===== config.mk =====
export PLATFORM = sky130hd
export DESIGN_NAME = shr_frame_rx
export DESIGN_NICKNAME = d
export VERILOG_FILES = /design/src/rtl/shr_pkg.sv /design/src/rtl/shr_sync3.sv /design/src/rtl/shr_frame_rx.sv
export SDC_FILE = /design/constraint.sdc
export NUM_CORES = 1
export LEC_CHECK = 0
export BUFFER_PORTS_ARGS = -buffer_cell sky130_fd_sc_hd__buf_2
export CAP_MARGIN = 40
export CORE_MARGIN = 1.5
export CORE_UTILIZATION = 35
export DETAILED_ROUTE_END_ITERATION = 7
export HOLD_SLACK_MARGIN = 0.1
export PLACE_DENSITY = 0.53
export SLEW_MARGIN = 40
export SYNTH_ARGS = -nofsm -noshare
export SYNTH_HDL_FRONTEND = slang
export SYNTH_SLANG_ARGS = --single-unit
export TNS_END_PERCENT = 1

===== constraint.sdc =====
create_clock -name clk_in -period 5.9 [get_ports clk_in]
set_input_delay 0.885 -clock clk_in [delete_from_list [all_inputs] [get_ports clk_in]]
set_output_delay 0.885 -clock clk_in [all_outputs]
set_load 0.03 [all_outputs]

===== src/rtl/shr_pkg.sv =====
// Shared constants for the SHR serial frame link: receiver state encoding and
// error codes, also used by the upstream serializer's bench.
package shr_pkg;

    typedef enum logic [1:0] {
        ST_IDLE  = 2'd0,
        ST_SHIFT = 2'd1,
        ST_FLUSH = 2'd2
    } shr_state_e;

    localparam logic [1:0] ERR_NONE    = 2'b00;
    localparam logic [1:0] ERR_SHORT   = 2'b01;
    localparam logic [1:0] ERR_LONG    = 2'b10;
    localparam logic [1:0] ERR_TIMEOUT = 2'b11;

endpackage


===== src/rtl/shr_sync3.sv =====
// Two-flop synchronizer with a trailing delay flop, giving the synchronized
// level plus single-cycle rise and fall strobes in the clk_in domain.
module shr_sync3 (
    input  logic clk_in,
    input  logic rst_n,
    input  logic din,
    output logic level,
    output logic rise,
    output logic fall
);

    logic meta_q;
    logic sync_q;
    logic dly_q;

    always_ff @(posedge clk_in or negedge rst_n) begin
        if (!rst_n) begin
            meta_q <= 1'b0;
            sync_q <= 1'b0;
            dly_q  <= 1'b0;
        end else begin
            meta_q <= din;
            sync_q <= meta_q;
            dly_q  <= sync_q;
        end
    end

    assign level = sync_q;
    assign rise  = sync_q & ~dly_q;
    assign fall  = ~sync_q & dly_q;

endmodule


===== src/rtl/shr_frame_rx.sv =====
// Receiver for the SHR GPIO serial link: oversamples ser_clk/ser_din/ser_syn
// in the clk_in domain, assembles MSB-first frames and judges their length.
module shr_frame_rx
    import shr_pkg::*;
#(
    parameter int FRAME_BITS  = 24,
    parameter int TIMEOUT_CYC = 4096
) (
    input  logic                  clk_in,
    input  logic                  rst_n,
    input  logic                  ser_clk,
    input  logic                  ser_din,
    input  logic                  ser_syn,
    output logic [FRAME_BITS-1:0] data_out,
    output logic                  frame_valid,
    output logic                  frame_err,
    output logic [1:0]            err_code,
    output logic [15:0]           frame_cnt,
    output logic                  busy
);

    localparam int CNT_W = $clog2(FRAME_BITS + 2);
    localparam int TMO_W = $clog2(TIMEOUT_CYC + 1);
    localparam logic [CNT_W-1:0] FB_C  = CNT_W'(FRAME_BITS);
    localparam logic [TMO_W-1:0] TMO_C = TMO_W'(TIMEOUT_CYC);

    logic sclk_rise;
    logic sclk_level_unused;
    logic sclk_fall_unused;
    logic din_s;
    logic din_rise_unused;
    logic din_fall_unused;
    logic syn_level;
    logic syn_rise;
    logic syn_fall;

    shr_sync3 u_sync_clk (
        .clk_in (clk_in),
        .rst_n  (rst_n),
        .din    (ser_clk),
        .level  (sclk_level_unused),
        .rise   (sclk_rise),
        .fall   (sclk_fall_unused)
    );

    shr_sync3 u_sync_din (
        .clk_in (clk_in),
        .rst_n  (rst_n),
        .din    (ser_din),
        .level  (din_s),
        .rise   (din_rise_unused),
        .fall   (din_fall_unused)
    );

    shr_sync3 u_sync_syn (
        .clk_in (clk_in),
        .rst_n  (rst_n),
        .din    (ser_syn),
        .level  (syn_level),
        .rise   (syn_rise),
        .fall   (syn_fall)
    );

    shr_state_e            state_q, state_d;
    logic [CNT_W-1:0]      cnt_q, cnt_d;
    logic [FRAME_BITS-1:0] shreg_q, shreg_d;
    logic [TMO_W-1:0]      tmo_q, tmo_d;
    logic [FRAME_BITS-1:0] data_q, data_d;
    logic                  valid_q, valid_d;
    logic                  err_q, err_d;
    logic [1:0]            code_q, code_d;
    logic [15:0]           fcnt_q, fcnt_d;
    logic                  tmo_hit;

    assign tmo_hit = (state_q == ST_SHIFT) && (tmo_q == TMO_C);

    always_ff @(posedge clk_in or negedge rst_n) begin
        if (!rst_n) state_q <= ST_IDLE;
        else        state_q <= state_d;
    end

    always_comb begin
        state_d = state_q;
        case (state_q)
            ST_IDLE:  if (syn_rise) state_d = ST_SHIFT;
            ST_SHIFT: begin
                if (syn_fall)     state_d = ST_IDLE;
                else if (tmo_hit) state_d = ST_FLUSH;
            end
            ST_FLUSH: if (!syn_level) state_d = ST_IDLE;
            default:  state_d = ST_IDLE;
        endcase
    end

    // Bit assembly: the register freezes once the frame is already too long,
    // so only the first FRAME_BITS bits are ever kept.
    always_comb begin
        cnt_d   = cnt_q;
        shreg_d = shreg_q;
        tmo_d   = tmo_q;
        case (state_q)
            ST_IDLE: begin
                if (syn_rise) begin
                    cnt_d   = '0;
                    shreg_d = '0;
                    tmo_d   = '0;
                end
            end
            ST_SHIFT: begin
                if (sclk_rise) begin
                    if (cnt_q < FB_C)  shreg_d = {shreg_q[FRAME_BITS-2:0], din_s};
                    if (cnt_q <= FB_C) cnt_d = cnt_q + 1'b1;
                    tmo_d = '0;
                end else begin
                    tmo_d = tmo_q + 1'b1;
                end
            end
            default: ;
        endcase
    end

    always_ff @(posedge clk_in or negedge rst_n) begin
        if (!rst_n) begin
            cnt_q   <= '0;
            shreg_q <= '0;
            tmo_q   <= '0;
        end else begin
            cnt_q   <= cnt_d;
            shreg_q <= shreg_d;
            tmo_q   <= tmo_d;
        end
    end

    // Frame judgement uses cnt_d/shreg_d so a bit arriving with the syn fall counts.
    always_comb begin
        data_d  = data_q;
        valid_d = 1'b0;
        err_d   = 1'b0;
        code_d  = code_q;
        fcnt_d  = fcnt_q;
        if (state_q == ST_SHIFT) begin
            if (syn_fall) begin
                if (cnt_d == FB_C) begin
                    data_d  = shreg_d;
                    valid_d = 1'b1;
                    fcnt_d  = fcnt_q + 16'd1;
                    code_d  = ERR_NONE;
                end else if (cnt_d < FB_C) begin
                    err_d  = 1'b1;
                    code_d = ERR_SHORT;
                end else begin
                    err_d  = 1'b1;
                    code_d = ERR_LONG;
                end
            end else if (tmo_hit) begin
                err_d  = 1'b1;
                code_d = ERR_TIMEOUT;
            end
        end
    end

    always_ff @(posedge clk_in or negedge rst_n) begin
        if (!rst_n) begin
            data_q  <= '0;
            valid_q <= 1'b0;
            err_q   <= 1'b0;
            code_q  <= ERR_NONE;
            fcnt_q  <= '0;
        end else begin
            data_q  <= data_d;
            valid_q <= valid_d;
            err_q   <= err_d;
            code_q  <= code_d;
            fcnt_q  <= fcnt_d;
        end
    end

    assign data_out    = data_q;
    assign frame_valid = valid_q;
    assign frame_err   = err_q;
    assign err_code    = code_q;
    assign frame_cnt   = fcnt_q;
    assign busy        = (state_q != ST_IDLE);

endmodule

# [After elaboration in Yosys (flattened, before gate mapping)]
# Index checks and enable logic that the tools add are counted.
[classes] n_addsub=3 n_mul=0 div=0 magnitude_cmp=3 n_eq_ne=7 n_shift=0 mux=27 bitwise_logic=6 reduce_logical=9
[op_table] operator="two-way mux 24 bit" count=3
[op_table] operator="one-hot mux 24 bit (2 select lines)" count=1
[op_table] operator="two-way mux 13 bit" count=2
[op_table] operator="one-hot mux 13 bit (2 select lines)" count=1
[op_table] operator="adder 16 x 1 -> 16 bit (second input constant)" count=1
[op_table] operator="two-way mux 2 bit" count=8
[op_table] operator="two-way mux 5 bit" count=3
[op_table] operator="adder 13 x 1 -> 13 bit (second input constant)" count=1
[op_table] operator="equality test 13 bit (second input constant)" count=1
[op_table] operator="less-than comparator 5 bit (second input constant)" count=2
[op_table] operator="one-hot mux 5 bit (2 select lines)" count=1
[op_table] operator="two-way mux 1 bit" count=7
[op_table] operator="one-hot mux 2 bit (3 select lines)" count=1
[op_table] operator="AND reduction 3 bit" count=2
[op_table] operator="nonzero test 2 bit" count=3
[op_table] operator="adder 5 x 1 -> 5 bit (second input constant)" count=1
[op_table] operator="equality test 5 bit (second input constant)" count=1
[op_table] operator="less-or-equal comparator 5 bit (second input constant)" count=1
[op_table] operator="inequality test 2 bit (second input constant)" count=2
[op_table] operator="AND reduction 2 bit" count=2
[op_table] operator="AND 1 bit" count=3
[op_table] operator="inequality test 3 bit (second input constant)" count=1
[op_table] operator="inverter 1 bit" count=3
[op_table] operator="equality test 2 x 1 -> 1 bit (second input constant)" count=1
[op_table] operator="3 further kinds" count=3
[word_totals] register_bits=96 latch_bits=0 ramBits=0 romBits=0 inputBits=5 out_inout_bits=45 elab_cells=72 n_memories=0

# [Depth between registers and ports, before layout]
# Gate-level depths: netlist of run 1.
[depth] depth_word=8 ltp_mapped=8 depth_no_buf=7

# [By module]
# A second synthesis of run 1 with hierarchy kept.
[unflattened] hier_cells=327 area_unflattened_um2=4091.4
[by_module_without_submodules] mod="shr_frame_rx" n_inst=1 cells_each=312 area_per_inst_um2=3821.2 seq_area_each_um2=2202.1
[by_module_without_submodules] mod="shr_sync3" n_inst=3 cells_each=5 area_per_inst_um2=90.1 seq_area_each_um2=75.1

# [Worst setup path after synthesis of run 1]
# No wires, ideal clock.
[synth_path] path_kind="reg-to-reg" startpoint="reg cnt_q[0]" endpoint="reg data_q[10] (netlist: data_out[10])" setup_time_ns=0.125 arrival_time_ns=2.230 required_ns=5.775 path_slack_ns=3.545 stages_incl_launch_ff=9 period_less_slack_ns=2.355 cell_sequence="dfrtp_1 inv_1 ha_1 nor2b_1 o211ai_2 mux2i_4 nor4_4 buf_6 mux2_4"
[synth_via] elab_chain_cells=6 word_cells_on_any_way=12
[synth_rtl] item="from (decl)" line_no="shr_frame_rx.sv:65" rtl="logic [CNT_W-1:0] cnt_q, cnt_d;"
[synth_rtl] item="from (signal assigned)" line_no="shr_frame_rx.sv:128" rtl="cnt_q <= cnt_d;"
[synth_rtl] item="adder 5 x 1 -> 5 bit / less-or-equal comparator 5 bit (equally long branches)" line_no="shr_frame_rx.sv:112" rtl="if (cnt_q <= FB_C) cnt_d = cnt_q + 1'b1;"
[synth_rtl] item="two-way mux 5 bit" line_no="shr_frame_rx.sv:112"
[synth_rtl] item="two-way mux 5 bit" line_no="shr_frame_rx.sv:110" rtl="if (sclk_rise) begin"
[synth_rtl] item="one-hot mux 5 bit (2 select lines)" line_no="shr_frame_rx.sv:101" rtl="case (state_q)"
[synth_rtl] item="equality test 5 bit" line_no="shr_frame_rx.sv:143" rtl="if (cnt_d == FB_C) begin"
[synth_rtl] item="AND reduction 3 bit (no source line)"
[synth_rtl] item="to (signal assigned)" line_no="shr_frame_rx.sv:170" rtl="data_q <= data_d;"
[synth_rtl] item="to (decl)" line_no="shr_frame_rx.sv:68" rtl="logic [FRAME_BITS-1:0] data_q, data_d;"
# Several ways; a longest one is shown, not always the timed one.
# A chain may end at the register's enable or synchronous reset.

# [Worst setup path after layout of run 1]
[layout_path] startpoint="reg u_sync_syn.sync_q (netlist: u_sync_syn.level)" endpoint="reg data_q[1] (netlist: data_out[1])"
[layout_via] elab_chain_cells=5 word_cells_on_any_way=9
[layout_rtl] item="from (decl)" line_no="shr_sync3.sv:13" rtl="logic sync_q;"
[layout_rtl] item="from (signal assigned)" line_no="shr_sync3.sv:23" rtl="sync_q <= meta_q;"
[layout_rtl] item="AND 1 bit" line_no="shr_sync3.sv:29" rtl="assign rise = sync_q & ~dly_q;"
[layout_rtl] item="two-way mux 5 bit" line_no="shr_frame_rx.sv:103" rtl="if (syn_rise) begin"
[layout_rtl] item="one-hot mux 5 bit (2 select lines)" line_no="shr_frame_rx.sv:101"
[layout_rtl] item="equality test 5 bit" line_no="shr_frame_rx.sv:143"
[layout_rtl] item="AND reduction 3 bit (no source line)"
# Several ways; a longest one is shown, not always the timed one.

==> results of run 1 <==
stage by stage:
stage                     hold slack (ps)  util [%]  setup slack (ps)  instances
final                                 348      42.6              3040        537
after global routing                  357      42.6              2840        537
after CTS                             352      42.6              2990        537
after detailed placement              336      39.8              3020        522
after global placement                334      39.7              2610        521
after floorplan                       331         -              3540        341
power groups by stage:
| stage | Clock, mW | Combinational (mW) | Sequential (mW) |
|---|---|---|---|
| after floorplan | 0 | 0.0954 | 0.710 |
| after global placement | 0 | 0.138 | 0.713 |
| after detailed placement | 0 | 0.141 | 0.713 |
| after CTS | 0.644 | 0.142 | 0.700 |
| after global routing | 0.674 | 0.159 | 0.705 |
| final | 0.624 | 0.139 | 0.701 |
critical path, cell delays in order (launching register included):
cell and delay (ps):
dfrtp_1 440, nor2b_1 160, o21ai_2 510, o221ai_2 350
buf_6 240, nor4_4 190, buf_4 440, mux2_2 390
routing by layer:
layer	global-route usage (%)	wire length [um]
met2	20.2	3620
met5	0	0
met4	4.05	100
met1	20.1	4130
met3	5.45	445
how the worst min path moves through the flow:
stage | cells past startpoint | start | end
2_1_floorplan | 0 | u_sync_clk.meta_q$_DFF_PN0_ | u_sync_clk.level$_DFF_PN0_
3_3_place_gp | 0 | u_sync_clk.meta_q$_DFF_PN0_ | u_sync_clk.level$_DFF_PN0_
3_5_place_dp | 0 | u_sync_din.meta_q$_DFF_PN0_ | u_sync_din.level$_DFF_PN0_
4_1_cts | 0 | u_sync_din.meta_q$_DFF_PN0_ | u_sync_din.level$_DFF_PN0_
5_1_grt | 0 | u_sync_clk.meta_q$_DFF_PN0_ | u_sync_clk.level$_DFF_PN0_
6_report | 0 | u_sync_din.meta_q$_DFF_PN0_ | u_sync_din.level$_DFF_PN0_
placed cells by master (no fill, tap or decap), drive strengths merged, types with 7 or more instances in the layout:
cell type and n:
nor2 10, nor4 17, buf 54, nand4 7, xor2 15, clkbuf 11
o21ai 22, dfrtp 96, a22o 25, nand2 27, a21oi 7, nand3 11
inv 10, mux2 26
flip-flops by register name, indices dropped and copies added, names as in the netlist, 2 cells and up:
name       count
state_q        2
frame_cnt     16
data_out      24
err_code       2
tmo_q         13
shreg_q       24
cnt_q          5
cells by family after synthesis:
kind of cell | after synthesis
AOI/OAI and AO/OA | 69
and+or+nand+nor | 103
buffers and inverters | 25
muxes | 28
DFF | 96
adders and majority gates | 5
xor gates and xnor gates | 15
final cells by class:
cell class / instances / area (sq um) / share of cell area (%)
repair buffers: 54 / 293 / 5.94
flip-flops and latches: 96 / 2400 / 48.8
inverters: 9 / 33.8 / 0.686
multi-input cells: 220 / 1700 / 34.5
clock buffers: 11 / 243 / 4.93
clock inverters: 4 / 77.6 / 1.57
well taps: 143 / 179 / 3.63
==> flow_summary_export.csv, run 1 <==
group,metric,value,unit
clocking,post_cts_buffers,0,
yosys,synth_fa_ha_area_share,1.49,%
floorplan,initial_core_util,36.4,%
critical_path,arrival,3090,ps
clocking,cts_resized,0,
yosys,synth-warning-count,0,
routing,wl_per_cell,15.4,um
clocking,cts_tree,"built",
floorplan,dieWidth,113,um
yosys,synthMuxAreaShare,9.52,%
critical_path,r2r_slack,3040,ps
yosys,yosys.cell_types.count,49,
clocking,cts-buffers-inserted,9,
clocking,clkSlewWorstSetupHoldPaths,70,ps
timing,skew,8.47,ps
yosys,synth_top_area_cell,"dfrtp_1",
routing,drt-initial-drc-count,124,
floorplan,coreArea,0.0116,sq mm
power_and_ir_drop,pwr-share-comb,9.5,%
floorplan,ios,50,
place,place_hpwl,5270,um
floorplan,die_h,113,um
yosys,synthesis.nets,351,
power_and_ir_drop,total_power,1.46,mW
global_route,grtUsageTotal,14.2,%
routing,via_per_inst,5.17,
critical_path,startpoint_type,"register",
critical_path,critPathMaxFanout,26,
place,place_area,0.00460,sq mm
timing,fin_crit,2860,ps
clocking,worstSkewPairLatency,340,ps
critical_path,endpoint_kind,"register",
timing,finalSetupTns,0,ps
routing,drcViolationCount,0,
yosys,yosys_register_bits,96,
final_layout,drive_above_1_share,27.2,%
yosys,ys_seq_area_share,57.1,%
critical_path,crit_end,"data_out[1]$_DFFE_PN0P_",
power_and_ir_drop,p_seq_share,47.9,%
clocking,max-clock-path-buffers,2,
critical_path,crit_type,"reg2reg",
timing,fmax,350,MHz
yosys,synth.area.top_cells,"dfrtp_1 (57%), mux2_4 (6.8%), a22o_1 (5.2%)",
timing,rsz0062_at_grt,"false",
clocking,clockRootBuffer,"clkbuf_16",
yosys,yosysTopAreaCellShare,57.1,%
yosys,syn_area_per_cell,12.3,sq um
final_layout,diodes,0,
global_route,grt_pass1_vias,2759,
clocking,clkSinkCount,96,
yosys,synth-simple-area-share,14.2,%
place,io_buffers,49,
yosys,synth-compound-area-share,11.9,%
timing,tightest_slew,659,ps
power_and_ir_drop,switchingPower,0.360,mW
timing,min_period_over_period,48.5,%
floorplan,row_count,39,
floorplan,dieArea,0.0127,sq mm
global_route,grt_pass1_wl,14200,um
final_layout,synthToLayoutAreaGrowth,17.1,%
critical_path,crit_start,"u_sync_syn.level$_DFF_PN0_",
power_and_ir_drop,ir_drop,0.165,mV
place,place.gp.congestion,0.751,
routing,vias,2777,
clocking,cts-htree-levels,3,
final_layout,final_area,0.00493,sq mm
final_layout,nFillCells,1111,
yosys,synth.most_common_cell,"dfrtp_1",
power_and_ir_drop,intPower,1.10,mW
yosys,synth_enable_flop_cells,0,
timing,slew_violations,0,
power_and_ir_drop,power_frac_clock,42.6,%
yosys,syn_area,0.00421,sq mm
power_and_ir_drop,power_switching_share,24.6,%
global_route,grt.overflow.total,0,
critical_path,reg2reg_from,"u_sync_syn.level$_DFF_PN0_",
timing,hold_viol_final,0,
critical_path,worstPathRequired,6130,ps
routing,firstDrtPassIters,4,
critical_path,reg2reg_to,"data_out[1]$_DFFE_PN0P_",
outcome,outcome,"complete, no violations",
routing,ant_nets,0,
final_layout,nets,400,
critical_path,rr_worst_depth,7,
power_and_ir_drop,p_leak,2.46,nW
yosys,synth_common_cells,"dfrtp_1 (96), nand2_1 (26), a22o_1 (25)",
yosys,synth_top_family_by_area,"simple AND/OR/NAND/NOR gates",
yosys,synth_cells,341,
yosys,ys.flop_type,"dfrtp_1",
routing,wl,8290,um
timing,setup_viol_count_final,0,
power_and_ir_drop,powerDensity,297,mW/mm^2
clocking,postCtsHoldBufs,0,
job,maxCapViolCount,0,
global_route,antenna_found_initial,0,
min_path,hp-class,"reg2reg",
yosys,async_reset_ff_share,100,%
global_route,grt_start_max_net_pins,76,
timing,slew_headroom,56.1,%
yosys,synth_xor_area_share,3.12,%
(Power assumes the default switching activity.)
==> inputs of run 2 (changes only) <==
ABC_AREA = 1   (was unset)
PLACE_DENSITY = 0.54   (was 0.53)
clock period = 2.5 ns   (was 5.9 ns; I/O delays follow)
==> flow_summary_export.csv, run 2 <==
group,metric,value,unit
critical_path,reg2reg_from,"cnt_q[0]$_DFF_PN0_",
final_layout,nets,580,
critical_path,critPathMaxFanout,40,
clocking,max-clock-path-buffers,2,
clocking,cts-htree-levels,3,
final_layout,mostFrequentLayoutCell,"nand2_1",
clocking,post_cts_buffers,0,
critical_path,crit_type,"reg2reg",
floorplan,ios,50,
final_layout,synthToLayoutAreaGrowth,15.4,%
timing,fmax,446,MHz
floorplan,initial_core_util,35.8,%
place,io_buffers,49,
critical_path,startpoint_type,"register",
yosys,synth.most_common_cell,"nand2_1",
routing,vias,3619,
timing,min_period_over_period,89.6,%
min_path,hp-class,"in2reg",
final_layout,multi_input_area,0.00172,sq mm
yosys,ys.flop_type,"dfrtp_1",
job,maxCapViolCount,0,
global_route,grt.overflow.total,0,
yosys,synth_common_cells,"nand2_1 (142), dfrtp_1 (96), inv_1 (68)",
final_layout,diodes,0,
yosys,synth.area.top_cells,"dfrtp_1 (53%), nand2_1 (12%), nand4_1 (6.2%)",
yosys,async_reset_ff_share,100,%
timing,hold_ws,130,ps
clocking,cts_tree,"built",
min_path,holdPathStages,1,
yosys,syn_area_per_cell,8.68,sq um
yosys,ys_seq_area_share,53.2,%
yosys,yosysTopAreaCellShare,53.2,%
critical_path,crit_path_cell_trace,"inv_1, ha_1, inv_1, nor2_1, nand2_1, nand2_2, nand2_1, nand3_1, nand2_1, nor2_4, nand3_4, nand2_1, nand2_1",
global_route,grt_start_max_net_pins,41,
critical_path,crit_path_max_incr_delay,440,ps
global_route,antenna_found_initial,0,
clocking,clockRootBuffer,"clkbuf_16",
routing,via_per_inst,4.85,
final_layout,drive_above_1_share,15.0,%
final_layout,regArea,0.00240,sq mm
yosys,syn_area,0.00451,sq mm
min_path,holdPathEnd,"u_sync_clk.meta_q$_DFF_PN0_",
critical_path,endpoint_kind,"register",
critical_path,arrival,2480,ps
floorplan,dieWidth,117,um
timing,finalSetupTns,0,ps
timing,slew_violations,0,
timing,fin_crit,2240,ps
floorplan,die_h,117,um
place,place_hpwl,6880,um
power_and_ir_drop,p_leak,2.61,nW
yosys,synth-warning-count,0,
critical_path,crit_slowest_cell,"dfrtp_1",
critical_path,r2r_slack,260,ps
global_route,grt_pass1_vias,3420,
routing,wl_per_cell,13.5,um
yosys,yosys_register_bits,96,
clocking,cts-buffers-inserted,9,
yosys,synth_enable_flop_cells,0,
power_and_ir_drop,ir_drop,0.503,mV
final_layout,nFillCells,1303,
timing,tightest_slew,627,ps
routing,firstDrtPassIters,4,
final_layout,final_cell_mix,"nand2_1 (142), dfrtp_1 (96), inv_1 (68)",
critical_path,reg2reg_to,"data_out[10]$_DFFE_PN0P_",
place,place.gp.congestion,0.885,
critical_path,crit_top_cell,"nand2_1",
yosys,synthesis.nets,530,
clocking,clkSlewWorstSetupHoldPaths,70,ps
routing,drt-initial-drc-count,240,
floorplan,row_count,41,
routing,drcViolationCount,0,
routing,wl,10000,um
timing,setup_viol_count_final,0,
clocking,worstSkewPairLatency,350,ps
floorplan,coreArea,0.0126,sq mm
global_route,grtUsageTotal,16.1,%
yosys,yosys.cell_types.count,33,
min_path,hold_start,"ser_clk",
critical_path,worstPathRequired,2740,ps
timing,hold_viol_final,0,
power_and_ir_drop,powerDensity,825,mW/mm^2
clocking,clkSinkCount,96,
timing,skew,7.73,ps
floorplan,dieArea,0.0136,sq mm
timing,slew_headroom,58.2,%
global_route,grt_pass1_wl,17100,um
outcome,outcome,"complete, no violations",
timing,rsz0062_at_grt,"false",
yosys,synth_top_area_cell,"dfrtp_1",
yosys,synth_cells,520,
routing,ant_nets,0,
critical_path,rr_worst_depth,13,
-- run 2: cell types whose count changed after synthesis, sizes merged, moves of 13 or more --
| cell | previous run | this run |
|---|---|---|
| nand2 | 27 | 145 |
| inv | 9 | 70 |
| nand4 | 7 | 45 |
| mux2 | 26 | 0 |
| a22o | 25 | 0 |
| o22ai | 0 | 24 |
| nor2 | 10 | 31 |
| buf | 4 | 19 |
| nor4 | 17 | 2 |
| nand3 | 11 | 24 |
-- run 2: what timing repair did --
action,4_1_cts,5_1_grt
hold buffers,1,0
endpoints found under the setup margin,0,21
gates resized for setup,0,1
endpoints found under the hold margin,36,0
-- run 2: worst max-delay path, delay by kind of cell, from the launching register on --
family                   cells  cell delay (ps)
flip-flops                   1              440
AND/OR/NAND/NOR             10             1420
buffers and inverters        2              140
adder cells (fa/ha/maj)      1              140
-- run 2: cell families after synthesis --
logic type,after synthesis,synth area share (%)
simple gates,256,25.9
flops,96,53.2
buf+inv,91,8.82
xor+xnor,17,3.30
fa+ha+maj,5,1.39
compound gates,55,7.32
-- run 2: routing by layer --
layer	track usage [%]	vias to the layer above	wire [um]
met5	0	-	0
met1	23.8	1730	5270
met4	6.02	0	122
li1	-	1804	-
met2	22.8	78	4280
met3	3.74	7	358
-- run 2: where the power goes --
part | switching [mW] | internal [mW]
logic | 0.956 | 0.331
registers | 0.0837 | 1.66
clock network | 0.598 | 0.669
total | 1.64 | 2.66
-- run 2: how the worst max path moves through the flow --
stage | startpoint | end | slack, ps | cells past startpoint
2_1_floorplan | cnt_q[0]$_DFF_PN0_ | frame_cnt[0]$_DFFE_PN0P_ | 760 | 14
3_3_place_gp | cnt_q[0]$_DFF_PN0_ | frame_cnt[15]$_DFFE_PN0P_ | 320 | 13
4_1_cts | cnt_q[0]$_DFF_PN0_ | data_out[10]$_DFFE_PN0P_ | 260 | 13
6_report | cnt_q[0]$_DFF_PN0_ | data_out[10]$_DFFE_PN0P_ | 260 | 13
3_5_place_dp | cnt_q[0]$_DFF_PN0_ | data_out[10]$_DFFE_PN0P_ | 270 | 13
5_1_grt | cnt_q[0]$_DFF_PN0_ | data_out[12]$_DFFE_PN0P_ | 10 | 13
-- run 2: through the flow --
step | util (%) | power, mW | area [sq um] | cells | setup slack, ps
floorplan | - | 2.72 | 4510 | 520 | 757
global placement | 39.1 | 3.05 | 4930 | 730 | 317
detailed placement | 39.1 | 3.06 | 4930 | 730 | 275
CTS | 41.2 | 4.35 | 5200 | 746 | 259
global route | 41.3 | 4.57 | 5210 | 746 | 12.0
finish | 41.3 | 4.30 | 5210 | 746 | 260
-- run 2: final cells by class --
| cell class | instances | area share, % |
|---|---|---|
| sequential | 96 | 46.1 |
| multi-input combinational | 333 | 32.9 |
| timing repair buffer | 60 | 6.63 |
| inverter | 70 | 5.09 |
| clock buffer | 10 | 4.40 |
| tap | 172 | 4.13 |
| clock inverter | 5 | 0.649 |
